`src/rtl/fp_mul_pkg.sv`:
```
// Shared definitions for the multiplier datapath: default widths, the beat
// record carried through the normaliser, and the pipeline-depth helper.
`timescale 1ns/1ps

package fp_mul_pkg;

    // Width of the full mantissa product and of the biased exponent
    localparam int MANT_PROD_W = 48;
    localparam int EXP_W       = 8;

    // Shift-amount width for the default datapath: covers 0..MANT_PROD_W
    localparam int MANT_SHAMT_W = $clog2(MANT_PROD_W) + 1;

    // One beat of the normaliser at the default datapath width
    typedef struct packed {
        logic                    valid;
        logic [MANT_PROD_W-1:0]  data;
        logic [MANT_SHAMT_W-1:0] shamt;
        logic [EXP_W-1:0]        exp;
        logic                    exp_ovf;
        logic                    sticky;
    } mant_beat_t;

    // Number of barrel stages needed to cover right shifts of 0..width-1
    function automatic int stage_count(input int width);
        return (width < 2) ? 1 : $clog2(width);
    endfunction

endpackage

```
`src/rtl/fp_norm_shift_stage.sv`:
```
// One barrel stage of the normaliser: conditionally shifts right by SHIFT
// (selected by bit log2(SHIFT) of the carried shift amount) and registers
// the beat with a hold enable shared by the whole pipeline.
// Optional sticky collection is built when FP_NORM_STICKY_EN is defined.
`timescale 1ns/1ps

module fp_norm_shift_stage #(
    parameter int WIDTH   = fp_mul_pkg::MANT_PROD_W,
    parameter int EXP_W   = fp_mul_pkg::EXP_W,
    parameter int SHAMT_W = $clog2(WIDTH) + 1,
    parameter int SHIFT   = 1
) (
    input  logic               clk,
    input  logic               rst_n,
    input  logic               en,
    input  logic               in_valid,
    input  logic [WIDTH-1:0]   in_data,
    input  logic [SHAMT_W-1:0] in_shamt,
    input  logic [EXP_W-1:0]   in_exp,
    input  logic               in_exp_ovf,
`ifdef FP_NORM_STICKY_EN
    input  logic               in_sticky,
    output logic               out_sticky,
`endif
    output logic               out_valid,
    output logic [WIDTH-1:0]   out_data,
    output logic [SHAMT_W-1:0] out_shamt,
    output logic [EXP_W-1:0]   out_exp,
    output logic               out_exp_ovf
);

    // Shift-amount bit that selects this stage
    localparam int BIT = $clog2(SHIFT);

    logic             do_shift;
    logic [WIDTH-1:0] data_next;

    assign do_shift = in_shamt[BIT];

    // Conditional logical right shift, zeros enter from the MSB
    always_comb begin
        data_next = in_data;
        if (do_shift) begin
            data_next = in_data >> SHIFT;
        end
    end

`ifdef FP_NORM_STICKY_EN
    logic sticky_next;

    // Accumulate any ones that fall off the LSB end in this stage
    always_comb begin
        sticky_next = in_sticky | (do_shift & (|in_data[SHIFT-1:0]));
    end

    // Sticky register, frozen together with the rest of the stage
    always_ff @(posedge clk or negedge rst_n) begin
        if (!rst_n) begin
            out_sticky <= 1'b0;
        end else if (en) begin
            out_sticky <= sticky_next;
        end
    end
`endif

    // Stage register; holds everything, valid included, when not enabled
    always_ff @(posedge clk or negedge rst_n) begin
        if (!rst_n) begin
            out_valid   <= 1'b0;
            out_data    <= '0;
            out_shamt   <= '0;
            out_exp     <= '0;
            out_exp_ovf <= 1'b0;
        end else if (en) begin
            out_valid   <= in_valid;
            out_data    <= data_next;
            out_shamt   <= in_shamt;
            out_exp     <= in_exp;
            out_exp_ovf <= in_exp_ovf;
        end
    end

endmodule

```
`src/rtl/fp_norm_shift_pipe.sv`:
```
// Pipelined right-shift normaliser between the mantissa multiplier and the
// rounder. Variable shift 0..WIDTH, one barrel stage per register, exponent
// adjusted at entry, valid/ready handshake with whole-pipeline freeze.
// Optional feature macro: FP_NORM_STICKY_EN adds out_sticky and all sticky
// collection logic.
`timescale 1ns/1ps

module fp_norm_shift_pipe #(
    parameter  int WIDTH   = fp_mul_pkg::MANT_PROD_W,
    parameter  int EXP_W   = fp_mul_pkg::EXP_W,
    localparam int SHAMT_W = $clog2(WIDTH) + 1,
    localparam int STAGES  = fp_mul_pkg::stage_count(WIDTH)
) (
    input  logic               clk,
    input  logic               rst_n,
    input  logic               in_valid,
    output logic               in_ready,
    input  logic [WIDTH-1:0]   in_data,
    input  logic [SHAMT_W-1:0] in_shamt,
    input  logic [EXP_W-1:0]   in_exp,
    output logic               out_valid,
    input  logic               out_ready,
    output logic [WIDTH-1:0]   out_data,
    output logic [EXP_W-1:0]   out_exp,
`ifdef FP_NORM_STICKY_EN
    output logic               out_sticky,
`endif
    output logic               out_exp_ovf
);

    // Per-boundary beat fields: index 0 is the entry, index k+1 is the
    // output register of stage k, index STAGES is the block output.
    logic               valid_s   [STAGES+1];
    logic [WIDTH-1:0]   data_s    [STAGES+1];
    logic [SHAMT_W-1:0] shamt_s   [STAGES+1];
    logic [EXP_W-1:0]   exp_s     [STAGES+1];
    logic               exp_ovf_s [STAGES+1];
`ifdef FP_NORM_STICKY_EN
    logic               sticky_s  [STAGES+1];
`endif

    logic               advance;
    logic               saturate;
    logic [WIDTH-1:0]   entry_data;
    logic [EXP_W:0]     exp_sum;

    // The whole pipeline moves when the output slot is empty or draining
    assign advance  = !valid_s[STAGES] || out_ready;
    assign in_ready = advance;

    // Entry conditioning: saturate oversized shifts and add the exponent
    always_comb begin
        saturate   = (in_shamt >= SHAMT_W'(WIDTH));
        entry_data = saturate ? '0 : in_data;
        exp_sum    = (EXP_W+1)'(in_exp) + (EXP_W+1)'(in_shamt);
    end

    assign valid_s[0]   = in_valid;
    assign data_s[0]    = entry_data;
    assign shamt_s[0]   = in_shamt;
    assign exp_s[0]     = exp_sum[EXP_W-1:0];
    assign exp_ovf_s[0] = exp_sum[EXP_W];
`ifdef FP_NORM_STICKY_EN
    // Every bit is lost on a saturated shift
    assign sticky_s[0]  = saturate & (|in_data);
`endif

    // Barrel stages: stage gi shifts by 2**gi
    for (genvar gi = 0; gi < STAGES; gi++) begin : g_stage
        fp_norm_shift_stage #(
            .WIDTH   (WIDTH),
            .EXP_W   (EXP_W),
            .SHAMT_W (SHAMT_W),
            .SHIFT   (1 << gi)
        ) u_stage (
            .clk         (clk),
            .rst_n       (rst_n),
            .en          (advance),
            .in_valid    (valid_s[gi]),
            .in_data     (data_s[gi]),
            .in_shamt    (shamt_s[gi]),
            .in_exp      (exp_s[gi]),
            .in_exp_ovf  (exp_ovf_s[gi]),
`ifdef FP_NORM_STICKY_EN
            .in_sticky   (sticky_s[gi]),
            .out_sticky  (sticky_s[gi+1]),
`endif
            .out_valid   (valid_s[gi+1]),
            .out_data    (data_s[gi+1]),
            .out_shamt   (shamt_s[gi+1]),
            .out_exp     (exp_s[gi+1]),
            .out_exp_ovf (exp_ovf_s[gi+1])
        );
    end

    assign out_valid   = valid_s[STAGES];
    assign out_data    = data_s[STAGES];
    assign out_exp     = exp_s[STAGES];
    assign out_exp_ovf = exp_ovf_s[STAGES];
`ifdef FP_NORM_STICKY_EN
    assign out_sticky  = sticky_s[STAGES];
`endif

endmodule

```
`config.mk`:
```
export PLATFORM = sky130hd
export DESIGN_NAME = fp_norm_shift_pipe
export DESIGN_NICKNAME = d
export VERILOG_FILES = /design/src/rtl/fp_mul_pkg.sv /design/src/rtl/fp_norm_shift_stage.sv /design/src/rtl/fp_norm_shift_pipe.sv
export SDC_FILE = /design/constraint.sdc
export NUM_CORES = 1
export LEC_CHECK = 0
export CAP_MARGIN = 10
export CORE_MARGIN = 2
export CORE_UTILIZATION = 63
export DETAILED_ROUTE_END_ITERATION = 7
export MAX_ROUTING_LAYER = met4
export PLACE_DENSITY = 0.85
export REMOVE_ABC_BUFFERS = 1
export SETUP_SLACK_MARGIN = 0.3
export SLEW_MARGIN = 0
export SYNTH_ARGS = -nofsm -noshare
export SYNTH_HDL_FRONTEND = slang
export SYNTH_SLANG_ARGS = --single-unit
```
`constraint.sdc`:
```
create_clock -name clk -period 2.1 [get_ports clk]
set_clock_uncertainty 0.1 [all_clocks]
set_input_delay 0.21 -clock clk [delete_from_list [all_inputs] [get_ports clk]]
set_output_delay 0.21 -clock clk [all_outputs]
set_load 0.005 [all_outputs]
```
==> results of run 1 <==
[timing repair]
action | in CTS | in global routing
endpoints found under the hold margin | 363 | 0
gates resized for setup | 1 | 2
hold buffers | 2 | 0
buffers inserted | 2 | 0
endpoints found under the setup margin | 1 | 3
pin swaps | 0 | 0
[flip-flops by register name, summed over array words and instances (netlist names)]
register / cells
g_stage.u_stage.out_data: 288
g_stage.u_stage.out_exp: 48
g_stage.u_stage.out_exp_ovf: 6
g_stage.u_stage.out_shamt: 15
g_stage.u_stage.out_valid: 6
[worst min-delay path, stage by stage]
cell	delay [ns]
buf_2	0.13
ha_1	0.16
nand2_1	0.06
nand2_1	0.06
[area by class of cell]
| cell class | instances | area [sq um] |
|---|---|---|
| Clock buffer | 54 | 1090 |
| Clock inverter | 14 | 250 |
| Fill cell | 1783 | 6810 |
| Inverter | 1 | 6.26 |
| Multi-Input combinational cell | 1123 | 6470 |
| Sequential cell | 363 | 9090 |
| Tap cell | 335 | 419 |
| Timing Repair Buffer | 172 | 1850 |
[cell families after synthesis]
kind of cell	after synthesis	synth area share, %
AND/OR/NAND/NOR	636	16.1
AO/OA/AOI/OAI	251	8.46
adder cells (fa/ha/maj)	8	0.647
multiplexers	227	13.7
flip-flops	363	54.6
XOR/XNOR	1	0.0526
buffers and inverters	177	6.52
[cell usage in the layout (no fill, tap or decap), types with 2 or more instances in the layout]
cell type / n
a211oi_1: 4
a21o_1: 3
a21oi_1: 2
buf_12: 19
buf_4: 26
bufinv_16: 6
clkbuf_1: 9
clkbuf_16: 39
clkbuf_8: 6
clkdlybuf4s50_1: 121
clkinv_2: 3
clkinv_8: 2
clkinvlp_4: 3
dfrtp_1: 359
dfrtp_2: 4
dlygate4sd3_1: 2
ha_1: 7
mux2i_1: 227
nand2_1: 555
nand3_1: 2
nand3b_1: 63
nor2_1: 5
nor3_1: 2
nor3b_1: 4
o21ai_0: 153
o21ai_1: 36
o21bai_1: 2
o31ai_1: 48
[power groups by stage]
stage                     Combinational (mW)  Sequential, mW  Clock, mW
after global routing                    8.02            11.1       7.48
after detailed placement                7.12            10.9          0
after floorplan                         3.99            11.2          0
after global placement                  6.86            10.8          0
final                                   7.21            10.9       7.11
after CTS                               7.27            10.9       7.19
[path summary, 6_finish.rpt]
| kind | start | to | cells past startpoint |
|---|---|---|---|
| worst max-delay path | in_exp[0] | g_stage[0].u_stage.out_exp_ovf | 7 |
| worst min register to register | g_stage[5].u_stage.out_data[39] | g_stage[5].u_stage.out_data[39] | 2 |
| max in group asynchronous | rst_n | g_stage[1].u_stage.out_data[12] | 3 |
| worst min-delay path | in_shamt[0] | g_stage[0].u_stage.out_exp[0] | 4 |
| worst max register to register | g_stage[5].u_stage.out_valid | g_stage[0].u_stage.out_exp[5] | 5 |
| min in group asynchronous | rst_n | g_stage[1].u_stage.out_data[0] | 3 |
[layer usage]
layer	vias to the layer above	part of all wire (%)	wire (microns)
li1	5616	-	-
met1	5790	44	14700
met2	255	49	16400
met4	0	2.9	970
met3	75	3.7	1220
met5	-	0	0
[per-stage QoR]
step / instances / instance area (sq um) / setup slack, ns
finish: 2062 / 19200 / 0.372
global route: 2062 / 19200 / 0.282
CTS: 2062 / 19200 / 0.305
detailed placement: 1990 / 17800 / -0.241
global placement: 1990 / 17800 / -0.177
floorplan: 1487 / 15600 / -8.25
==> impl_metrics.json, run 1 <==
{
  "status": "finished clean",
  "grt.overflow.total": 0,
  "die_h_microns": 167,
  "ys.warnings.count": 0,
  "timing.final.hold_violations": 0,
  "p_per_area_nw_per_um2": 1310,
  "yosys.cell_count.top_type": "nand2_1",
  "antenna_left": 0,
  "antenna_cells": 0,
  "cts.path.max_buffers": 3,
  "syn_inst": 1663,
  "ir_drop_v": 0.00129,
  "crit_type": "in -> reg",
  "worst_pin_slew_ns": 0.785,
  "wl_microns": 33300,
  "initial_core_util_pct": 64.0,
  "max_slew_margin_pct": 47.7,
  "leakage_nw": 9.09,
  "cts_root_buf": "clkbuf_16",
  "rsz0062_at_grt": "true",
  "synth-main-ff-cell": "dfrtp_1",
  "fin_nets": 1774,
  "power.total_mw": 25.2,
  "grt_max_degree": 135,
  "insertion_delay_ns": 0.53,
  "use_met2_pct": 40.7,
  "grt_pass1_wl_microns": 56800,
  "worstPathMaxFanout": 3,
  "worstPathArrival_ns": 2.03,
  "dieWidth_microns": 167,
  "drive_gt1_share_pct": 6.60,
  "clock-sinks": 363,
  "slowest_stage": "fa_1",
  "critical-path-top-delay-family": "compound AO/OA/AOI/OAI gates",
  "area_delta_synth_final_pct": 15.3,
  "period_share_pct": 82.3,
  "gp_congestion": 0.903,
  "final-setup-viol-count": 0,
  "switchingPower_mw": 8.18,
  "worstSetupEndpointType": "flop",
  "cp.buffers_inverters": 1,
  "timing.hold.ws_ns": 0.0326,
  "slew_viol_final": 0,
  "synth_area_leaders": "dfrtp_1 (55%), mux2i_1 (14%), nand2_1 (13%)",
  "htree_levels": 2,
  "cts.clk_slew.worst_paths_ns": 0.06,
  "use_met1_pct": 33.6,
  "cp-start-kind": "input pin",
  "synth_edf_count": 0,
  "cts_tree": "done",
  "drt_pass1_iterations": 5,
  "drv_cap": 0,
  "path_cells": "clkdlybuf4s50_1 -> ha_1 -> fa_1 -> a211oi_2 -> o21a_1 -> nor2_1 -> o31a_1",
  "numPortBuffers": 125,
  "drc_errors": 0,
  "first_iter_violations": 895,
  "coreArea_sq_um": 26000,
  "synth.avg_cell_area_sq_um": 10.0,
  "met3_usage_pct": 3.28,
  "synth_async_sr_flop_share_pct": 100,
  "grt_pass1_vias": 11600,
  "vias_per_cell": 5.69,
  "required_ns": 2.41,
  "switching_share_pct": 32.5,
  "crit_path_max_incr_delay_ns": 0.42,
  "dp_hpwl_microns": 21400,
  "p_comb_share_pct": 28.6,
  "yosysTopAreaCell": "dfrtp_1",
  "fin_util_pct": 73.8,
  "ioPinCount": 126,
  "cts_buffers": 38,
  "synthDistinctLibCells": 32,
  "netlist_top_cells_count": "nand2_1 (555), dfrtp_1 (363), mux2i_1 (227), o21ai_0 (153), buf_4 (83)",
  "regToRegSetupSlack_ns": 0.47,
  "period_minus_slack_ns": 1.73,
  "dieArea_sq_um": 27700,
  "grt.busiest_layer": "met2",
  "rows": 59,
  "antenna_found_initial": 0,
  "syn_area_sq_um": 16600,
  "synth_top_area_share_pct": 54.6,
  "ys_seq_area_share_pct": 54.6,
  "p_int_mw": 17.0,
  "pwr-share-seq_pct": 43.1,
  "num_vias": 11700,
  "power.share.clock_pct": 28.2,
  "synth-seq-cells": 363,
  "grt_use_total_pct": 25.2,
  "clock.fmax_mhz": 579,
  "tns_ns": 0,
  "wl_per_cell_microns": 16.1,
  "hold_path_class": "in -> reg"
}
No activity file was read; power rests on OpenSTA's default activity.
==> run 2, diff against run 1 <==
--- a/config.mk
+++ b/config.mk
@@ -7,10 +7,10 @@
 export LEC_CHECK = 0
 export CAP_MARGIN = 10
 export CORE_MARGIN = 2
-export CORE_UTILIZATION = 63
+export CORE_UTILIZATION = 59
 export DETAILED_ROUTE_END_ITERATION = 7
 export MAX_ROUTING_LAYER = met4
-export PLACE_DENSITY = 0.85
+export PLACE_DENSITY = 0.8
 export REMOVE_ABC_BUFFERS = 1
 export SETUP_SLACK_MARGIN = 0.3
 export SLEW_MARGIN = 0
==> constraint.sdc (replaced) <==
create_clock -name clk -period 1.6 [get_ports clk]
set_clock_uncertainty 0.1 [all_clocks]
set_input_delay 0.16 -clock clk [delete_from_list [all_inputs] [get_ports clk]]
set_output_delay 0.16 -clock clk [all_outputs]
set_load 0.005 [all_outputs]
==> impl_metrics.json, run 2 (synthesis gave the netlist of run 1 again) <==
{
  "leakage_nw": 10.5,
  "insertion_delay_ns": 0.53,
  "wl_microns": 44200,
  "min_from": "in_valid",
  "cts.clk_slew.worst_paths_ns": 0.06,
  "hold-path-endpoint": "g_stage[0].u_stage.out_valid",
  "tns_ns": -0.0219,
  "clock-sinks": 363,
  "ir_drop_v": 0.000885,
  "slew_viol_final": 0,
  "fin_nets": 1867,
  "period_minus_slack_ns": 1.62,
  "worstPathMaxFanout": 33,
  "grt_pass1_vias": 11800,
  "crit_type": "reg -> reg",
  "ioPinCount": 126,
  "period_share_pct": 101,
  "num_vias": 12900,
  "numPortBuffers": 125,
  "drt_pass1_iterations": 5,
  "htree_levels": 2,
  "largest_register": "g_stage.u_stage.out_data",
  "final_common_cell": "nand2_1",
  "hold_path_class": "in -> reg",
  "cts_tree": "done",
  "clock.fmax_mhz": 617,
  "violations": "setup timing",
  "r2r_end": "g_stage[1].u_stage.out_data[19]",
  "dpl.cell_count": 2052,
  "drv_cap": 0,
  "rows": 61,
  "cts.path.max_buffers": 3,
  "largest_reg_flops": 288,
  "die_h_microns": 172,
  "timing.final.hold_violations": 0,
  "rr_worst_depth": 6,
  "top_regs": "g_stage.u_stage.out_data x288, g_stage.u_stage.out_exp x48, g_stage.u_stage.out_shamt x15",
  "cp-start-kind": "flop",
  "layoutNonFillerInstCount": 2197,
  "worst_r2r_startpoint": "g_stage[5].u_stage.out_valid",
  "max_slew_margin_pct": 47.5,
  "most-common-layout-cells": "nand2_1 (508), dfrtp_1 (359), mux2i_1 (227), o21ai_0 (120), clkbuf_16 (65)",
  "grt_use_total_pct": 24.8,
  "gp_congestion": 0.892,
  "hold_depth": 3,
  "dieArea_sq_um": 29600,
  "cts_root_buf": "clkbuf_16",
  "status": "finished, violations left",
  "area_delta_synth_final_pct": 27.7,
  "antenna_found_initial": 0,
  "antenna_left": 0,
  "final-setup-viol-count": 1,
  "drive_gt1_share_pct": 20.7,
  "worstSetupEndpointType": "flop",
  "required_ns": 1.91,
  "rsz0062_at_grt": "true",
  "wl_per_cell_microns": 20.1,
  "first_iter_violations": 1082,
  "dieWidth_microns": 172,
  "setup_ws_ns": -0.0219,
  "cts_buffers": 37,
  "worstPathArrival_ns": 1.93,
  "p_per_area_nw_per_um2": 1710,
  "grt.overflow.total": 0,
  "vias_per_cell": 5.88,
  "antenna_cells": 0,
  "dp_hpwl_microns": 21600,
  "coreArea_sq_um": 27800,
  "initial_core_util_pct": 59.9,
  "grt_pass1_wl_microns": 57600,
  "grt_max_degree": 76,
  "worst_pin_slew_ns": 0.788,
  "drc_errors": 0,
  "regToRegSetupSlack_ns": -0.02
}
run 2: cell types whose count changed in the layout (fill, tap and decap cells not counted), sizes merged:
cell / before / now
dlygate4sd2: 1 / 3
clkinvlp: 3 / 1
dlymetal6s2s: 1 / 0
clkdlybuf4s50: 121 / 62
inv: 1 / 2
clkbuf: 54 / 82
buf: 47 / 173
bufinv: 6 / 3
run 2: through the flow:
| step | area [sq um] | setup slack [ns] | hold slack (ns) | util (%) | power (mW) |
|---|---|---|---|---|---|
| 3_3_place_gp | 18100 | -0.632 | 0.126 | 65.0 | 23.5 |
| 6_report | 21300 | -0.0219 | 0.0925 | 76.5 | 36.4 |
| 2_1_floorplan | 15600 | -8.75 | -0.236 | - | 18.8 |
| 5_1_grt | 21300 | -0.100 | 0.132 | 76.5 | 38.1 |
| 4_1_cts | 19600 | 0.0820 | 0.0879 | 70.6 | 33.2 |
| 3_5_place_dp | 18100 | -0.718 | 0.126 | 65.0 | 23.9 |
run 2: timing repair:
| action | in CTS | in global routing |
|---|---|---|
| endpoints found under the hold margin | 364 | 0 |
| gates resized for setup | 270 | 220 |
| buffers inserted | 33 | 9 |
| hold buffers | 2 | 0 |
| endpoints found under the setup margin | 409 | 400 |
| pin swaps | 6 | 52 |
| cloned | 5 | 30 |
run 2: final cells by class:
type,count,area [sq um]
fillers,1640,6530
multi-input cells,1123,7250
well taps,378,473
repair buffers,266,3180
flip-flops and latches,363,9090
inverters,1,6.26
clock inverters,10,135
clock buffers,56,1120
run 2: critical path, stage by stage, from the launching register on:
cell and delay [ns]:
dfrtp_1 0.35, nor2b_4 0.21, buf_12 0.17, clkbuf_16 0.17
clkbuf_16 0.27, nand2_1 0.12, o21ai_0 0.13
run 2: power breakdown:
group / switching (mW) / internal [mW]
clock: 3.56 / 5.33
combinational: 6.77 / 6.23
sequential: 2.38 / 12.1
run 2: metal layers:
layer / global-route usage, % / routed length [microns] / up-vias
met5: - / 0 / -
met4: 6.28 / 1500 / 0
met3: 3.34 / 2620 / 132
met2: 40.3 / 22500 / 564
met1: 33.3 / 17500 / 6422
li1: - / - / 5804
run 2: worst max path at each step:
stage                     depth (start not counted)                         start  slack [ns]                              end
after floorplan                                   4  g_stage[5].u_stage.out_valid       -8.75  g_stage[0].u_stage.out_data[47]
after global placement                            7                     in_exp[0]       -0.63   g_stage[0].u_stage.out_exp_ovf
after detailed placement                          7                     in_exp[0]       -0.72   g_stage[0].u_stage.out_exp_ovf
after CTS                                         5  g_stage[5].u_stage.out_valid        0.08  g_stage[1].u_stage.out_data[18]
after global routing                              6  g_stage[5].u_stage.out_valid       -0.10  g_stage[1].u_stage.out_data[19]
final                                             6  g_stage[5].u_stage.out_valid       -0.02  g_stage[1].u_stage.out_data[19]
